## config.mk

```make
export PLATFORM = sky130hd
export DESIGN_NAME = data_ram_responder
export DESIGN_NICKNAME = d
export VERILOG_FILES = /design/src/rtl/ram_pkg.sv /design/src/rtl/data_ram_responder_rd_pipe.sv /design/src/rtl/data_ram_responder.sv
export SDC_FILE = /design/constraint.sdc
export NUM_CORES = 1
export LEC_CHECK = 0
export CAP_MARGIN = 15
export CORE_MARGIN = 5
export CORE_UTILIZATION = 56
export DETAILED_ROUTE_END_ITERATION = 12
export PLACE_DENSITY_LB_ADDON = 0.08
export SLEW_MARGIN = 20
export SYNTH_ARGS = -nofsm -noshare
export SYNTH_HDL_FRONTEND = slang
export SYNTH_SLANG_ARGS = --single-unit
export TNS_END_PERCENT = 100
```

## constraint.sdc

```tcl
create_clock -name clk_main -period 3.3 [get_ports clk_main]
set_input_delay 0.99 -clock clk_main [delete_from_list [all_inputs] [get_ports clk_main]]
set_output_delay 0.99 -clock clk_main [all_outputs]
set_load 0.05 [all_outputs]
```

## src/rtl/ram_pkg.sv

```systemverilog
// Shared constants for the memory-side blocks (CPU, ROM and data RAM).
package ram_pkg;

  // Default geometry shared with the CPU and ROM blocks.
  localparam int DEF_ADDR_W     = 6;
  localparam int DEF_DATA_W     = 16;
  localparam int DEF_DEPTH      = 64;
  localparam int DEF_RD_LATENCY = 2;

  // Responder state encoding.
  localparam logic [0:0] ST_INIT = 1'b0;
  localparam logic [0:0] ST_RUN  = 1'b1;

endpackage

```

## src/rtl/data_ram_responder_rd_pipe.sv

```systemverilog
// Read-return pipeline: RD_LATENCY-deep shift of {valid, data} ending in the
// output flops. data_from_ram only changes on a valid beat.
module rd_pipe #(
  parameter int DATA_W     = 16,
  parameter int RD_LATENCY = 2
) (
  input  logic              clk_main,
  input  logic              reset,
  input  logic              rd_valid,
  input  logic [DATA_W-1:0] rd_data,
  output logic              enable_ram_read,
  output logic [DATA_W-1:0] data_from_ram
);

  logic              last_valid;
  logic [DATA_W-1:0] last_data;

  generate
    if (RD_LATENCY == 1) begin : g_direct
      // The output flops themselves are the only stage.
      assign last_valid = rd_valid;
      assign last_data  = rd_data;
    end else begin : g_shift
      localparam int STAGES = RD_LATENCY - 1;

      logic [STAGES-1:0] vld_q;
      logic [DATA_W-1:0] dat_q [STAGES];

      // Valid bits shift toward the output; reset discards in-flight reads.
      // NOTE: sequential state uses non-blocking assignments so every stage
      // samples its neighbour's pre-edge value.
      always_ff @(posedge clk_main) begin
        if (!reset) begin
          vld_q <= '0;
        end else begin
          vld_q[0] <= rd_valid;
          for (int i = 1; i < STAGES; i++) vld_q[i] <= vld_q[i-1];
        end
      end

      // Data stages shift alongside the valid bits.
      // NOTE: no reset on data storage; the valid bits alone decide whether
      // a stage means anything, so resetting the payload would buy nothing.
      always_ff @(posedge clk_main) begin
        dat_q[0] <= rd_data;
        for (int i = 1; i < STAGES; i++) dat_q[i] <= dat_q[i-1];
      end

      assign last_valid = vld_q[STAGES-1];
      assign last_data  = dat_q[STAGES-1];
    end
  endgenerate

  // Output flops: one-cycle strobe, data held between strobes.
  always_ff @(posedge clk_main) begin
    if (!reset) begin
      enable_ram_read <= 1'b0;
      data_from_ram   <= '0;
    end else begin
      enable_ram_read <= last_valid;
      if (last_valid) data_from_ram <= last_data;
    end
  end

endmodule

```

## src/rtl/data_ram_responder.sv

```systemverilog
// Data-port RAM responder: register array cleared by a hardware sweep after
// reset, then single-cycle writes and pipelined reads. A simultaneous read
// and write keeps the write, drops the read and sets a sticky error flag.
module data_ram_responder
  import ram_pkg::*;
#(
  parameter int ADDR_W     = DEF_ADDR_W,
  parameter int DATA_W     = DEF_DATA_W,
  parameter int DEPTH      = DEF_DEPTH,
  parameter int RD_LATENCY = DEF_RD_LATENCY
) (
  input  logic              clk_main,
  input  logic              reset,
  input  logic              read_enable_to_ram,
  input  logic              write_enable_to_ram,
  input  logic [ADDR_W-1:0] address_to_ram,
  input  logic [DATA_W-1:0] data_to_ram,
  output logic [DATA_W-1:0] data_from_ram,
  output logic              enable_ram_read,
  output logic              ram_ready,
  output logic              collision_err
);

  logic [DATA_W-1:0] mem [DEPTH];
  logic [0:0]        state_q;
  logic [ADDR_W-1:0] sweep_q;
  logic              collision_q;

  logic in_run;
  logic rd_fire;

  assign in_run  = (state_q == ST_RUN);
  // A read that collides with a write is dropped before the pipeline.
  assign rd_fire = in_run && read_enable_to_ram && !write_enable_to_ram;

  // State, sweep counter and sticky collision flag.
  always_ff @(posedge clk_main) begin
    if (!reset) begin
      state_q     <= ST_INIT;
      sweep_q     <= '0;
      collision_q <= 1'b0;
    end else if (!in_run) begin
      sweep_q <= sweep_q + 1'b1;
      if (sweep_q == ADDR_W'(DEPTH - 1)) state_q <= ST_RUN;
    end else if (read_enable_to_ram && write_enable_to_ram) begin
      collision_q <= 1'b1;
    end
  end

  // Array writes: zero fill during INIT, requested writes during RUN.
  always_ff @(posedge clk_main) begin
    if (reset) begin
      if (!in_run)                  mem[sweep_q]        <= '0;
      else if (write_enable_to_ram) mem[address_to_ram] <= data_to_ram;
    end
  end

  rd_pipe #(
    .DATA_W     (DATA_W),
    .RD_LATENCY (RD_LATENCY)
  ) u_rd_pipe (
    .clk_main        (clk_main),
    .reset           (reset),
    .rd_valid        (rd_fire),
    .rd_data         (mem[address_to_ram]),
    .enable_ram_read (enable_ram_read),
    .data_from_ram   (data_from_ram)
  );

  assign ram_ready     = in_run;
  assign collision_err = collision_q;

endmodule

```

Word-level counts from Yosys, hierarchy flattened --
Memory sizes are Yosys's and may differ from the RTL's. A register that Yosys moved wholly into a read port is not among the register bits. Index checks and enable logic that the tools add are counted.
Storage, ports and cells: bits in registers 10, latch bits 0, bits in writable memories 1040, memory bits (read-only) 0, output and inout bits 19, logic and storage cells 28, memories 2
Operators by class: add/sub/neg operators 1, multiply operators 0, div/mod/pow operators 0, magnitude comparators 0, equality and inequality tests 1, shifts and indexed selects 0, multiplexer cells 12, bitwise gates (word level) 0, reductions and logical operators 7
Memories:
- mem | depth 64, bits a word 16, read ports 1, clocked after Yosys merged registers in 0, wr ports 1, RTL line data_ram_responder.sv:24 | logic [DATA_W-1:0] mem [DEPTH];
- u_rd_pipe.g_shift.dat_q | depth 1, bits a word 16, read ports 1, clocked after Yosys merged registers in 1, wr ports 1, RTL line data_ram_responder_rd_pipe.sv:27 | logic [DATA_W-1:0] dat_q [STAGES];
Operators with widths (count):
- 16-bit 2-to-1 mux | 1
- 16-bit OR reduction | 1
- 1-bit 2-to-1 mux | 10
- 6-bit by 1-bit adder with 6-bit output, second input constant | 1
- 6-bit equality test, second input constant | 1
- 6-bit 2-to-1 mux | 1
- 1-bit logical AND | 3
- 1-bit logical NOT | 2
- 2-bit AND reduction | 1

Depth between registers and ports, before layout --
Gate-level depths: netlist of run 1.
depth after elaboration 6, depth in mapped cells 10, gate-level depth less buffers 5

Hierarchy --
Synthesis of run 1 repeated with hierarchy kept, for this count alone.
Unflattened totals: cell total of the unflattened synthesis 1893, area, all modules 41018.1 sq um
By module, submodules not included:
- data_ram_responder | instances 1, cells an instance 1822, area each 40028.4 sq um
- rd_pipe | instances 1, cells an instance 71, area each 989.7 sq um

Worst setup path before layout of run 1 --
Ideal clock, no wire load.
kind input port to flip-flop, start point input port address_to_ram[0], end point memory mem[42][0], enable pin, data arrival time 3.081 ns, data required time 2.912 ns, path slack -0.169 ns, cell stages on the path 8, path buffers 5, path through buf_6 > buf_12 > buf_8 > buf_6 > buf_4 > mux2i_1 > or3b_2 > nor2_1
On the way: word-level cells in the longest chain between the ends 1
RTL lines:
- start, declared | RTL line data_ram_responder.sv:16 | input logic [ADDR_W-1:0] address_to_ram,
- 6-bit 2-to-1 mux (no line)
- end, declared | RTL line data_ram_responder.sv:24
Every way passes these cells.

Final worst setup path of run 1 --
start point register state_q (netlist: ram_ready), end point output port ram_ready
RTL lines:
- start, declared | RTL line data_ram_responder.sv:25 | logic [0:0] state_q;
- start signal, assigned | RTL line data_ram_responder.sv:39 | state_q <= ST_INIT;
- start signal, assigned | RTL line data_ram_responder.sv:44 | if (sweep_q == ADDR_W'(DEPTH - 1)) state_q <= ST_RUN;
- end, declared | RTL line data_ram_responder.sv:20 | output logic ram_ready,
No word-level cell between the ends.

==> results of run 1 <==
path summary, 6_finish.rpt:
kind / to / slack, ns / cells past startpoint
max: ram_ready / 0.28 / 1
min: collision_err / 0.49 / 2
max reg2reg: mem[0][14] / 0.62 / 7
min reg2reg: collision_err / 0.49 / 2
power by group:
part           total (W)  switching [W]  internal (W)
sequential        0.0147      0.0000282        0.0147
combinational    0.00106       0.000580      0.000475
clock             0.0111        0.00477       0.00632
what timing repair did:
action | 4_1_cts | 5_1_grt
buffers inserted | 0 | 0
hold endpoints to repair | 0 | 0
endpoints found under the setup margin | 1 | 0
gates resized for setup | 1 | 0
hold buffers | 0 | 0
kinds of logic (layout without fill, tap and decap cells):
logic type                 count (synthesis)  after routing  share of synthesized area
DFF                                     1066           1066                      0.768
muxes                                    364            364                      0.165
adders and majority gates                  1              1                   0.000304
buffers and inverters                    106            455                     0.0157
xor gates and xnor gates                   4              4                   0.000851
and+or+nand+nor                          248            248                     0.0292
AOI/OAI and AO/OA                        122            122                     0.0209
placed cells by master, fill, tap and decap left out, drive strengths merged, types with 3 or more instances in the layout:
cell type	Yosys	final
nand4	5	5
buf	67	232
clkinv	0	29
mux4	248	248
o21ai	22	22
mux2	25	25
nand3b	3	3
inv	1	4
and2	23	23
o211ai	10	10
edfxtp	1024	1024
a221oi	10	10
clkbuf	38	145
nand2b	6	6
mux2i	91	91
a211oi	4	4
a31oi	4	4
a32o	10	10
a211o	3	3
nor3b	3	3
or3	4	4
nand3	29	29
bufinv	0	5
nor2	82	82
and3	3	3
xnor2	4	4
o31ai	6	6
dfxtp	42	42
clkdlybuf4s50	0	38
o22ai	28	28
a22oi	17	17
nand2	50	50
nor2b	35	35
per-layer routing:
metal | vias up | track usage | wire length (µm)
met3 | 110 | 0.0364 | 6640
met4 | 0 | 0.0529 | 1810
met5 | - | 0 | 0
met2 | 765 | 0.413 | 48500
li1 | 8529 | - | -
met1 | 10700 | 0.366 | 39900
layout make-up:
class / count / area (µm²) / share of cell area
multi-input combinational: 739 / 9090 / 0.187
clock buffer: 143 / 2810 / 0.0578
timing repair buffer: 273 / 3600 / 0.0740
inverter: 1 / 3.75 / 0.0000772
sequential: 1066 / 31600 / 0.649
clock inverter: 38 / 352 / 0.00723
tap: 959 / 1200 / 0.0247
state kept, by name, summed over array words and instances (netlist names):
signal	flops
collision_err	1
mem	1024
ram_ready	1
sweep_q	6
u_rd_pipe.data_from_ram	16
u_rd_pipe.enable_ram_read	1
u_rd_pipe.g_shift.dat_q	16
u_rd_pipe.g_shift.vld_q	1
stage by stage:
stage	std cells	TNS (ns)	setup slack [ns]	hold slack (ns)	cell area, µm²
2_1_floorplan	1911	-11.43	-0.169	0.463	41300
3_3_place_gp	3038	-66.00	-0.164	0.473	45500
3_5_place_dp	3038	-100.14	-0.200	0.483	45500
4_1_cts	3219	0	0.260	0.496	48600
5_1_grt	3219	0	0.210	0.518	48600
6_report	3219	0	0.283	0.493	48600
==> results by group, run 1 <==
Global route
  – Initial antenna violation count: 2
  – Congestion Overflow GR: 0
  – All-Layer GR Usage: 0.250
  – Largest net degree at the start of global routing: 65
  – Vias in the first global route: 20600
  – First-pass GRT wire length: 143000 µm

Place
  – DP HPWL: 62600 µm
  – Port-buffer cells: 44
  – Gpl congestion: 0.892

Hold path
  – Hold Path Origin: collision_err
  – Hold crit path type: flip-flop to flip-flop

Worst setup path
  – Crit path cell chain: dlygate4sd2_1
  – Worst endpoint data arrival time: 2.03 ns
  – Critical path endpoint category: output pin
  – Required @ worst endpoint: 2.31 ns
  – Max stage delay on crit path: 0.76 ns
  – Critical R2R Launch: ram_ready
  – Worst setup path start: ram_ready
  – Crit path max fanout: 15
  – CP Launch Type: flip-flop
  – CP delay by family, top: flip-flops
  – Slowest CP cell: dfxtp_1
  – CP bufs+invs: 1
  – Crit path kind: flip-flop to output pin

STA
  – Fmax achieved: 0.331 GHz
  – Post-layout min period: 3.02 ns
  – RSZ-0062 raised after global routing: false
  – Slew Viols, Final: 0
  – Final setup viols: 0
  – Rel. slew slack: 0.306
  – Fin. Hold Viols: 0
  – Final Cycle Share: 0.914
  – Slew @ Worst Pin: 1.04 ns
  – Post-Route Skew: 0.0182 ns

Finish
  – Share of layout cells above drive strength 1: 0.313
  – Area Overhead vs Synth: 18.2%
  – Final core occ: 0.667
  – Antenna diode count: 0
  – Filler cells: 4648
  – Final nets: 2211

Routing
  – ANT nets after route: 0
  – Final wirelength: 96800 µm
  – Drt drc: 0
  – Vias/cell: 6.24
  – Pre-antenna DRT Iters: 5
  – Routed WL per cell: 30.1 µm
  – Drt initial violations: 2237
  – Vias: 20100

Clocking
  – Clock Tree Root: clkbuf_16
  – Worst-Skew Late Latency: 0.66 ns
  – TritonCTS clock tree: built
  – Clock slew at reported path FFs: 0.06 ns
  – H-tree depth: 3
  – Total CTS buffers: 103
  – Longest Clk Path Bufs: 3
  – # clock sinks: 1066

Synth
  – #FFs+latches synth: 1066
  – Post-synthesis sequential area ratio: 0.768
  – Post-synth top area share: 0.747
  – Post-Syn Instances: 1911
  – Count leader, synth: edfxtp_1
  – Post-synth cell types: 47
  – Synth top area cells: edfxtp_1, mux4_2, mux2i_1
  – Cell area after synthesis: 0.0412 mm²
  – Syn_area_per_cell: 21.5 µm²
  – Post-synth EDFFs: 1024
  – Synth area leader: edfxtp_1
  – Post-synth ARST share: 0
  – Synth Warn #: 0
  – Post-synth top cells: edfxtp_1, mux4_2, mux2i_1
  – Top FF cell, synth: edfxtp_1
  – Mapped Nets: 1938

Power
  – Leak: 17.6 nW
  – Peak supply drop: 495 µV
  – PD cells: 552 mW/mm²
  – Design Power: 0.0268 W

Flow run
  – Max cap viols: 0

Floorplanning
  – Num ports: 45
  – CORE AREA: 0.0730 mm²
  – Die H: 281 µm
  – Die footprint: 0.0790 mm²
  – FP Rows: 99
  – Die width: 281 µm
  – Initial Utilization: 0.564

Outcome
  – Run status: complete, no violations
Note: power is estimated with default switching activity, not from simulation.
==> run 2, diff against run 1 <==
--- a/config.mk
+++ b/config.mk
@@ -5,6 +5,7 @@
 export SDC_FILE = /design/constraint.sdc
 export NUM_CORES = 1
 export LEC_CHECK = 0
+export ABC_AREA = 1
 export CAP_MARGIN = 15
 export CORE_MARGIN = 5
 export CORE_UTILIZATION = 56
==> results by group, run 2 <==
Routing
  – Drt initial violations: 3368 (+51%)
  – ANT nets after route: 0 (unchanged)
  – Final wirelength: 117000 µm (+20%)
  – Routed WL per cell: 24.0 µm (-20%)
  – Vias: 28900 (+44%)
  – Pre-antenna DRT Iters: 6 (+1)
  – Drt drc: 0 (unchanged)
  – Vias/cell: 5.95 (-4.7%)

Place
  – Gpl congestion: 0.961 (+7.7%)
  – Dpl cells: 4662 (+53%)
  – DP HPWL: 71200 µm (+14%)
  – Port-buffer cells: 44 (unchanged)
  – Area post-placement: 0.0459 mm² (+0.95%)

Synth
  – Post-synth top cells: nand2_1, edfxtp_1, nand3_1
  – Synth area leader: edfxtp_1
  – #FFs+latches synth: 1066 (unchanged)
  – Post-synth ARST share: 0 (unchanged)
  – Cell area after synthesis: 0.0428 mm² (+3.9%)
  – Syn_area_per_cell: 11.6 µm² (-46%)
  – Post-synth cell types: 22 (-53%)
  – Post-synthesis sequential area ratio: 0.739 (-0.0289)
  – Top FF cell, synth: edfxtp_1
  – Synth top area cells: edfxtp_1, nand2_1, nand3_1
  – Post-Syn Instances: 3681 (+93%)
  – Post-synth top area share: 0.719 (-0.0281)
  – Mapped Nets: 3708 (+91%)
  – Count leader, synth: nand2_1
  – Post-synth EDFFs: 1024 (unchanged)
  – Synth Warn #: 0 (unchanged)

Clocking
  – TritonCTS clock tree: built
  – # resized after CTS: 0 (-1)
  – Worst-Skew Late Latency: 0.66 ns (about the same)
  – Hold buffer count at CTS: 0 (unchanged)
  – # clock sinks: 1066 (unchanged)
  – H-tree depth: 3 (unchanged)
  – Longest Clk Path Bufs: 3 (unchanged)
  – Total CTS buffers: 107 (+3.9%)
  – Clock slew at reported path FFs: 0.06 ns (about the same)
  – Post-CTS Setup Repair Bufs: 0 (unchanged)
  – Clock Tree Root: clkbuf_16

STA
  – Fin. Hold Viols: 0 (unchanged)
  – Rel. slew slack: 0.398 (+0.0925)
  – Slew Viols, Final: 0 (unchanged)
  – Post-layout min period: 2.98 ns (-0.0391 ns)
  – Final Cycle Share: 0.902 (-0.0118)
  – RSZ-0062 raised after global routing: false
  – Final setup viols: 0 (unchanged)
  – Slew @ Worst Pin: 0.901 ns (-0.136 ns)
  – Post-Route Skew: 0.0229 ns (+0.00469 ns)
  – Fmax achieved: 0.336 GHz (+1.3%)

Outcome
  – Run status: complete, no violations

Worst setup path
  – CP Launch Type: flip-flop
  – Crit path max fanout: 2 (-13)
  – Reg2Reg Depth: 9 (+2)
  – R2R Path End: mem[26][12]
  – Crit path cell chain: clkdlybuf4s50_1
  – Max stage delay on crit path: 0.86 ns (+0.10 ns)
  – Slowest CP cell: clkdlybuf4s50_1
  – CP bufs+invs: 1 (unchanged)
  – Critical R2R Launch: ram_ready
  – Worst endpoint data arrival time: 1.99 ns (-0.04 ns)
  – WP depth: 1 (unchanged)
  – Crit path kind: flip-flop to output pin
  – R2R Setup Slk: 1.03 ns (+0.41 ns)
  – Critical path endpoint category: output pin
  – CP delay by family, top: buffers and inverters
  – Required @ worst endpoint: 2.31 ns (about the same)
  – Worst setup path start: u_rd_pipe.data_from_ram[14]

Finish
  – Share of layout cells above drive strength 1: 0.0984 (-0.215)
  – Area Overhead vs Synth: 15.7%
  – Max FFs per register: 1024 (unchanged)
  – Largest Register: mem
  – Final Instance Area: 0.0495 mm² (+1.8%)
  – Layout Cells excl Fill: 4861 (+51%)
  – Final nets: 3820 (+73%)
  – Biggest regs: mem (1024), u_rd_pipe.data_from_ram (16), u_rd_pipe.g_shift.dat_q (16)
  – Most frequent cells in the layout: nand2_1, edfxtp_1, nand3_1
  – Leading cell type in the layout, fill and taps excluded: nand2_1

Power
  – Leak: 19.1 nW (+8.1%)
  – PD cells: 572 mW/mm² (+3.8%)
  – Peak supply drop: 468 µV (-5.5%)

Global route
  – All-Layer GR Usage: 0.283 (+0.0328)
  – Congestion Overflow GR: 0 (unchanged)
  – Vias in the first global route: 28100 (+37%)
  – First-pass GRT wire length: 174000 µm (+21%)
  – Initial antenna violation count: 0 (-2)
  – Largest net degree at the start of global routing: 135 (+110%)

Floorplanning
  – Num ports: 45 (unchanged)
  – CORE AREA: 0.0758 mm² (+3.9%)
  – Initial Utilization: 0.564 (about the same)
  – Die width: 286 µm (+1.9%)
  – Die H: 286 µm (+1.9%)
  – Die footprint: 0.0820 mm² (+3.8%)
  – FP Rows: 101 (+2.0%)

Flow run
  – Max cap viols: 0 (unchanged)

Hold path
  – Worst Hold Path Cells: 2 (unchanged)
  – Hold Path Origin: collision_err
  – Hold crit path type: flip-flop to flip-flop
  – Hold endpoint: collision_err
-- run 2: cell count changes in the layout (fill, tap and decap cells not counted), sizes merged, moves of 11 or more --
cell | previous run | this run
nor2 | 82 | 111
mux4 | 248 | 0
mux2 | 25 | 0
and2 | 23 | 0
buf | 232 | 193
inv | 4 | 36
a22oi | 17 | 0
nor2b | 35 | 0
nand2 | 50 | 1315
nand3 | 29 | 870
mux2i | 91 | 0
o22ai | 28 | 0
clkinv | 29 | 40
-- run 2: how the worst max path moves through the flow --
stage                   endpoint  slack (ns)
2_1_floorplan         mem[42][0]       -0.57
3_3_place_gp          mem[46][3]       -0.03
3_5_place_dp          mem[26][1]       -0.08
4_1_cts         data_from_ram[1]        0.29
5_1_grt         data_from_ram[9]        0.29
6_report       data_from_ram[14]        0.32
-- run 2: metal layers --
metal / share of wire / track usage
met1: 0.39 / 0.388
met2: 0.48 / 0.467
met3: 0.089 / 0.0452
met4: 0.038 / 0.0989
met5: 0 / 0
-- run 2: kinds of logic after synthesis --
kind of cell               count (synthesis)  synth area share
and+or+nand+nor                         2316             0.230
buffers and inverters                    265            0.0265
AOI/OAI and AO/OA                         33           0.00448
DFF                                     1066             0.739
adders and majority gates                  1          0.000293
-- run 2: worst reg2reg max path, stage by stage (launching register included) --
cell and delay, ns:
dfxtp_1 0.37, nand3_2 0.10, buf_12 0.17, nand2_1 0.08, o21ai_2 0.10, inv_1 0.25, nand4_1 0.24, buf_4 0.26
nor2_1 0.20, buf_12 0.19
-- run 2: metrics by stage --
step | worst slack (ns) | total power [W] | hold slack, ns | setup TNS (ns) | utilization
floorplan | -0.574 | 0.0158 | 0.431 | -69.56 | -
global placement | -0.0310 | 0.0163 | 0.448 | -1.69 | 0.606
CTS | 0.292 | 0.0285 | 0.469 | 0 | 0.653
finish | 0.322 | 0.0283 | 0.468 | 0 | 0.653
detailed placement | -0.0778 | 0.0163 | 0.452 | -6.05 | 0.606
global route | 0.293 | 0.0292 | 0.511 | 0 | 0.653
-- run 2: final cells by class --
type	count	area, µm²
timing repair buffer	233	2740
clock inverter	58	633
antenna	1	2.50
multi-input combinational	2350	10200
sequential	1066	31600
tap	978	1220
clock buffer	140	2950
fill	5696	26300
inverter	35	149
-- run 2: power breakdown --
group | internal (W) | switching (W) | total [W]
combinational | 0.000395 | 0.000967 | 0.00136
clock | 0.00735 | 0.00494 | 0.0123
sequential | 0.0147 | 0.0000230 | 0.0147
total | 0.0224 | 0.00593 | 0.0283
